$ cat src/rtl/regfile_write_arbiter.sv
// Two-requester write arbiter for the 8x8 register file: one holding buffer per
// requester, oldest-first issue with round-robin tie break, registered write port.
module regfile_write_arbiter #(
  parameter int DATA_W  = 8,
  parameter int ADDR_W  = 3,
  parameter int RR_INIT = 0
) (
  input  logic                 CLK,
  input  logic                 RESET,
  input  logic                 REQ0_VALID,
  input  logic [ADDR_W-1:0]    REQ0_ADDR,
  input  logic [DATA_W-1:0]    REQ0_DATA,
  output logic                 REQ0_READY,
  input  logic                 REQ1_VALID,
  input  logic [ADDR_W-1:0]    REQ1_ADDR,
  input  logic [DATA_W-1:0]    REQ1_DATA,
  output logic                 REQ1_READY,
  output logic                 WR_EN,
  output logic [ADDR_W-1:0]    WR_ADDR,
  output logic [DATA_W-1:0]    WR_DATA,
  output logic [2**ADDR_W-1:0] PENDING,
  output logic [7:0]           CONFLICT_CNT
);

  logic [1:0]        buf_full_reg;
  logic [ADDR_W-1:0] buf_addr_reg [2];
  logic [DATA_W-1:0] buf_data_reg [2];
  logic              older1_reg;
  logic              tie_reg;
  logic              rr_reg;
  logic              wr_en_reg;
  logic [ADDR_W-1:0] wr_addr_reg;
  logic [DATA_W-1:0] wr_data_reg;
  logic [7:0]        conflict_cnt_reg;

  logic [1:0]        req_valid;
  logic [ADDR_W-1:0] req_addr [2];
  logic [DATA_W-1:0] req_data [2];
  logic [1:0]        load;
  logic [1:0]        issue;
  logic [1:0]        stay;
  logic              both_full;
  logic              pick1;
  logic [ADDR_W-1:0] issue_addr_next;
  logic [DATA_W-1:0] issue_data_next;

  assign req_valid   = {REQ1_VALID, REQ0_VALID};
  assign req_addr[0] = REQ0_ADDR;
  assign req_addr[1] = REQ1_ADDR;
  assign req_data[0] = REQ0_DATA;
  assign req_data[1] = REQ1_DATA;

  assign REQ0_READY   = ~buf_full_reg[0];
  assign REQ1_READY   = ~buf_full_reg[1];
  assign WR_EN        = wr_en_reg;
  assign WR_ADDR      = wr_addr_reg;
  assign WR_DATA      = wr_data_reg;
  assign CONFLICT_CNT = conflict_cnt_reg;

  // Arbitration looks only at buffer state before the edge; a buffer accepted
  // this edge becomes eligible one edge later.
  always_comb begin
    both_full       = &buf_full_reg;
    pick1           = both_full ? (tie_reg ? rr_reg : older1_reg) : buf_full_reg[1];
    issue[0]        = buf_full_reg[0] & ~pick1;
    issue[1]        = buf_full_reg[1] & pick1;
    load            = req_valid & ~buf_full_reg;
    stay            = buf_full_reg & ~issue;
    issue_addr_next = pick1 ? buf_addr_reg[1] : buf_addr_reg[0];
    issue_data_next = pick1 ? buf_data_reg[1] : buf_data_reg[0];
  end

  always_ff @(posedge CLK or negedge RESET) begin
    if (!RESET) begin
      buf_full_reg <= '0;
      for (int i = 0; i < 2; i++) begin
        buf_addr_reg[i] <= '0;
        buf_data_reg[i] <= '0;
      end
    end else begin
      for (int i = 0; i < 2; i++) begin
        if (load[i]) begin
          buf_full_reg[i] <= 1'b1;
          buf_addr_reg[i] <= req_addr[i];
          buf_data_reg[i] <= req_data[i];
        end else if (issue[i]) begin
          buf_full_reg[i] <= 1'b0;
        end
      end
    end
  end

  // Age: simultaneous loads are a tie (settled by rr); otherwise the buffer
  // loaded while the other stays full is the younger one.
  always_ff @(posedge CLK or negedge RESET) begin
    if (!RESET) begin
      older1_reg <= 1'b0;
      tie_reg    <= 1'b0;
      rr_reg     <= (RR_INIT != 0);
    end else begin
      if (load[0] && load[1]) begin
        tie_reg <= 1'b1;
      end else if (load[0]) begin
        tie_reg    <= 1'b0;
        older1_reg <= stay[1];
      end else if (load[1]) begin
        tie_reg    <= 1'b0;
        older1_reg <= ~stay[0];
      end
      if (both_full && tie_reg) begin
        rr_reg <= ~rr_reg;
      end
    end
  end

  always_ff @(posedge CLK or negedge RESET) begin
    if (!RESET) begin
      wr_en_reg        <= 1'b0;
      wr_addr_reg      <= '0;
      wr_data_reg      <= '0;
      conflict_cnt_reg <= '0;
    end else begin
      wr_en_reg <= |buf_full_reg;
      if (|buf_full_reg) begin
        wr_addr_reg <= issue_addr_next;
        wr_data_reg <= issue_data_next;
      end
      if (both_full && conflict_cnt_reg != 8'hFF) begin
        conflict_cnt_reg <= conflict_cnt_reg + 8'd1;
      end
    end
  end

  generate
    for (genvar gi = 0; gi < 2**ADDR_W; gi++) begin : g_pending
      assign PENDING[gi] = (buf_full_reg[0] && buf_addr_reg[0] == ADDR_W'(gi)) ||
                           (buf_full_reg[1] && buf_addr_reg[1] == ADDR_W'(gi)) ||
                           (wr_en_reg && wr_addr_reg == ADDR_W'(gi));
    end
  endgenerate

endmodule

$ cat config.mk
export PLATFORM = sky130hd
export DESIGN_NAME = regfile_write_arbiter
export DESIGN_NICKNAME = d
export VERILOG_FILES = /design/src/rtl/regfile_write_arbiter.sv
export SDC_FILE = /design/constraint.sdc
export NUM_CORES = 1
export LEC_CHECK = 0
export BUFFER_PORTS_ARGS = -buffer_cell sky130_fd_sc_hd__buf_2
export CAP_MARGIN = 20
export CORE_MARGIN = 5
export CORE_UTILIZATION = 57
export CTS_CLUSTER_SIZE = 8
export DETAILED_ROUTE_END_ITERATION = 8
export GPL_TIMING_DRIVEN = 0
export PLACE_DENSITY = 0.91
export SYNTH_ARGS = -nofsm -noshare
export SYNTH_HDL_FRONTEND = slang
export SYNTH_SLANG_ARGS = --single-unit
$ cat constraint.sdc
create_clock -name CLK -period 2.8 [get_ports CLK]
set_clock_uncertainty 0.05 [all_clocks]
set_input_delay 0.56 -clock CLK [delete_from_list [all_inputs] [get_ports CLK]]
set_output_delay 0.56 -clock CLK [all_outputs]
set_load 0.03 [all_outputs]
### Word level (Yosys, flattened, before mapping)

Cells that the tools add are included.

| word-level totals | value |
|---|---|
| bits in registers | 47 |
| bits of input ports | 26 |
| output and inout bits | 30 |
| word-level logic and storage cells | 114 |

| cells by class | value |
|---|---|
| add/subtract/negate cells | 1 |
| equality and inequality tests | 22 |
| muxes and demuxes | 13 |
| bitwise operators | 12 |
| reduce and logical (&&, ||, !) cells | 53 |

Operators with widths:

| operator | count |
|---|---|
| $eq A3 B3 Y1 const B | 12 |
| $logic_and A1 B1 Y1 | 27 |
| $eq A3 B2 Y1 const B | 6 |
| $logic_or A1 B1 Y1 | 16 |
| $mux W1 | 11 |
| $eq A3 B1 Y1 const B | 3 |
| $logic_not A3 Y1 | 3 |
| $add A8 B1 Y8 const B | 1 |
| $mux W8 | 1 |
| $ne A8 B8 Y1 const B | 1 |
| $not A1 Y1 | 6 |
| $reduce_bool A2 Y1 | 3 |
| $and A2 B2 Y2 | 2 |
| $not A2 Y2 | 2 |
| $reduce_and A2 Y1 | 2 |
| $mux W3 | 1 |
| $reduce_bool A3 Y1 | 1 |
| $and A1 B1 Y1 | 2 |
| $reduce_or A2 Y1 | 1 |

### Logic depth before layout (Yosys ltp)

| depth | value |
|---|---|
| depth after elaboration | 9 |
| gate-level depth with buffers | 7 |
| depth with buffers taken out | 5 |

### Worst setup path after synthesis

No wires, ideal clock.

| path | value |
|---|---|
| kind | register to output |
| from | register buf_full_reg[1] |
| to | output PENDING[2] |
| data arrival time | 1.803 ns |
| required time | 2.190 ns |
| slack | 0.387 ns |
| cell stages (with the launch flop) | 4 |
| path buffers | 1 |
| cells stage by stage | dfrtp_1 buf_2 nand2_1 o311ai_0 |

| on the way | value |
|---|---|
| word-level cells in the longest chain between the ends | 3 |

RTL lines:

| item | line | text |
|---|---|---|
| from (decl) | 25 | `logic [1:0] buf_full_reg;` |
| from (signal assigned) | 75 | `buf_full_reg <= '0;` |
| from (signal, indexed assignment) | 83 | `buf_full_reg[i] <= 1'b1;` |
| from (signal, indexed assignment) | 87 | `buf_full_reg[i] <= 1'b0;` |
| $logic_and A1 B1 Y1 | 137 | `(buf_full_reg[1] && buf_addr_reg[1] == ADDR_W'(gi)) \|\|` |
| $logic_or A1 B1 Y1 | 136 | `assign PENDING[gi] = (buf_full_reg[0] && buf_addr_reg[0] == ADDR_W'(gi)) \|\|` |
| $logic_or A1 B1 Y1 | 137 |  |
| to (decl) | 21 | `output logic [2**ADDR_W-1:0] PENDING,` |

Every way passes these cells.

### Final worst setup path

| path | value |
|---|---|
| from | register buf_full_reg[0] |
| to | output PENDING[2] |

| on the way | value |
|---|---|
| word-level cells in the longest chain between the ends | 3 |

RTL lines:

| item | line |
|---|---|
| $logic_and A1 B1 Y1 | 136 |
| $logic_or A1 B1 Y1 | 136 |
| $logic_or A1 B1 Y1 | 137 |

Every way passes these cells.

==> impl_metrics.toml <==
[clock_tree]
cts_tree = "yes"
htreeDepth = 2
clk_path_buf_depth = 2
cts_resized = 0
cts.sinks = 47
worstSkewPairLatency_ns = 0.30
postCtsSetupBuffers = 0
cts-root-buf = "clkbuf_8"
cts_buffers = 5
cts.clk_slew.worst_paths_ns = 0.09
hold_buffers = 0

[synth]
ys_seq_area_share_pct = 50.6
ys_seq_elements = 47
yosysWarnings = 0
synth_most_common_cell = "dfrtp_1"
synthArstFlopShare_pct = 100
synth.distinct_cells = 38
syn_area_mm2 = 0.00232
synth.area.top_cells = "dfrtp_1 51%, mux2_2 10%, mux2i_1 4.7%, a221o_1 4.3%, buf_2 1.9%"
synth_edf_count = 0
synth_area_leader_cell = "dfrtp_1"
syn-instance-count = 205
synth_top_flop_cell = "dfrtp_1"
synth_top_cell_area_share_pct = 50.6
yosys-top-cells-count = "47 x dfrtp_1, 21 x mux2_2, 12 x nor2_1"
synth.net_count = 234
avgSynthCellArea_um2 = 11.3

[layout]
largest_reg_flops = 16
layout-drive-gt1-share_pct = 36.8
fin_nets = 297
diodes = 0
syn_to_final_growth_pct = 19.1
fill_cells = 294

[worst_setup_path]
cp-start-kind = "flop"
required_ns = 2.19
cp_max_fo = 8
path_class = "reg -> out"
end_kind = "primary output"
worstPathArrival_ns = 1.86

[routing]
vias = 1893
drt_iter0_drc = 132
drt_first_pass_iters = 5
vias_per_cell = 5.93
ant_nets = 0
drt-total-wl_mm = 5.28
drc = 0
wl_per_cell_um = 16.6

[global_routing]
grt_antenna_before_repair = 0
grt_pass1_vias = 1892
globalRoute.totalOverflow = 0
track_usage_pct = 21.4
grt_pass1_wl_mm = 8.83
grt_max_degree = 48

[power]
pwr-share-clk_pct = 13.4
power_density_mw_per_mm2 = 1070
cellLeakagePower_uw = 0.00130
p_int_uw = 1640
sequentialPowerShare_pct = 38.4
combPwrFrac_pct = 48.2
switching_share_pct = 44.6
power.switching_uw = 1320
max-vdd-ir-drop_mv = 0.636

[floorplanning]
design.core.area_mm2 = 0.00397
ios = 56
die_w_um = 73.8
num_rows = 23
dieHeight_um = 73.8
dieArea_mm2 = 0.00545
initial_utilization_pct = 58.5

[sta]
slew_viol_final = 0
rsz0062_at_grt = "false"
fin_crit_ns = 2.47
setup_tns_ns = 0
period_share_pct = 88.4
tightest_slew_ns = 0.427
hold_viol = 0
slew_headroom_pct = 71.2
whs_ns = 0.0250
setup_viol = 0
fmax_mhz = 404
setup_slack_ns = 0.325

[flow_run]
cap_violations = 0

[placement]
finalWeightedCongestion = 0.874
dpl.hpwl_mm = 3.78
pre_cts_ws_ns = 0.680
portBuffers = 55

[outcome]
status = "complete, no violations"

[worst_hold_path]
hp-class = "in -> async"
[power groups by stage]
stage / Sequential, µW / Combinational [µW] / Clock, µW
after global routing: 1170 / 1540 / 442
after floorplan: 1340 / 817 / 0
final: 1140 / 1430 / 397
after CTS: 1130 / 1440 / 406
after detailed placement: 1140 / 1430 / 0
after global placement: 1130 / 1390 / 0
[per-layer routing]
| metal | GRT usage, % | vias up | share of wire (%) |
|---|---|---|---|
| met1 | 27.4 | 932 | 40 |
| met5 | 0 | - | 0 |
| met4 | 8.05 | 0 | 1.2 |
| met2 | 36.1 | 72 | 51 |
| met3 | 3.56 | 6 | 7.4 |
| li1 | - | 883 | - |
[through the flow]
| stage | util [%] | std cells | area [µm²] | total power, µW |
|---|---|---|---|---|
| floorplan | - | 205 | 2320 | 2150 |
| global placement | 67.0 | 310 | 2660 | 2520 |
| detailed placement | 67.0 | 310 | 2660 | 2570 |
| CTS | 69.2 | 318 | 2750 | 2970 |
| global route | 69.7 | 319 | 2770 | 3160 |
| finish | 69.7 | 319 | 2770 | 2960 |
[cell families (layout without fill, tap and decap cells)]
group | count (synthesis) | in the layout | share of synthesized area (%)
adders and majority gates | 3 | 3 | 1.62
xor gates and xnor gates | 5 | 5 | 1.88
AOI/OAI and AO/OA | 34 | 34 | 11.5
muxes | 32 | 32 | 14.9
buffers and inverters | 22 | 86 | 4.68
DFF | 47 | 47 | 50.6
and+or+nand+nor | 62 | 62 | 14.8
[cell usage in the layout (no fill, tap or decap), types with 3 or more instances in the layout]
cell type,count
a21oi_1,6
a221o_1,10
and4_1,3
buf_2,64
clkbuf_1,3
clkbuf_8,5
dfrtp_1,47
ha_1,3
inv_1,7
mux2_2,21
mux2i_1,11
nand2_1,11
nand2b_1,4
nand3_1,4
nand4_1,6
nand4b_1,4
nor2_1,12
nor3_1,5
nor3b_1,4
o211ai_1,3
o21ai_0,4
o311ai_0,4
or3_1,3
xnor2_1,5
[layout make-up]
class | instances | area, µm² | share of cell area, %
Buffer | 14 | 78.8 | 2.85
Clock buffer | 6 | 72.6 | 2.62
Clock inverter | 2 | 12.5 | 0.452
Inverter | 8 | 30.0 | 1.09
Multi-Input combinational cell | 136 | 1040 | 37.5
Sequential cell | 47 | 1180 | 42.5
Tap cell | 50 | 62.6 | 2.26
Timing Repair Buffer | 56 | 295 | 10.7
[path summary, 6_finish.rpt]
path	from	endpoint	slack, ns	cells after the start
hold / removal	RESET	CONFLICT_CNT[0]	0.02	1
hold reg to reg	buf_data_reg[0]	WR_DATA[0]	0.45	1
setup / recovery	buf_full_reg[0]	PENDING[2]	0.33	5
max in group asynchronous	RESET	buf_addr_reg[0]	2.23	2
setup reg to reg	buf_full_reg[1]	older1_reg	1.01	7
min in group CLK	REQ1_ADDR[0]	buf_addr_reg[0]	0.41	3
[worst max-delay path, cell delays in order, from the launching register on]
cell and delay, ns:
dfrtp_1 0.32, buf_2 0.16, inv_1 0.12, or4_1 0.56, o311ai_0 0.13, buf_2 0.28
Power figures use the tool's default switching activity.
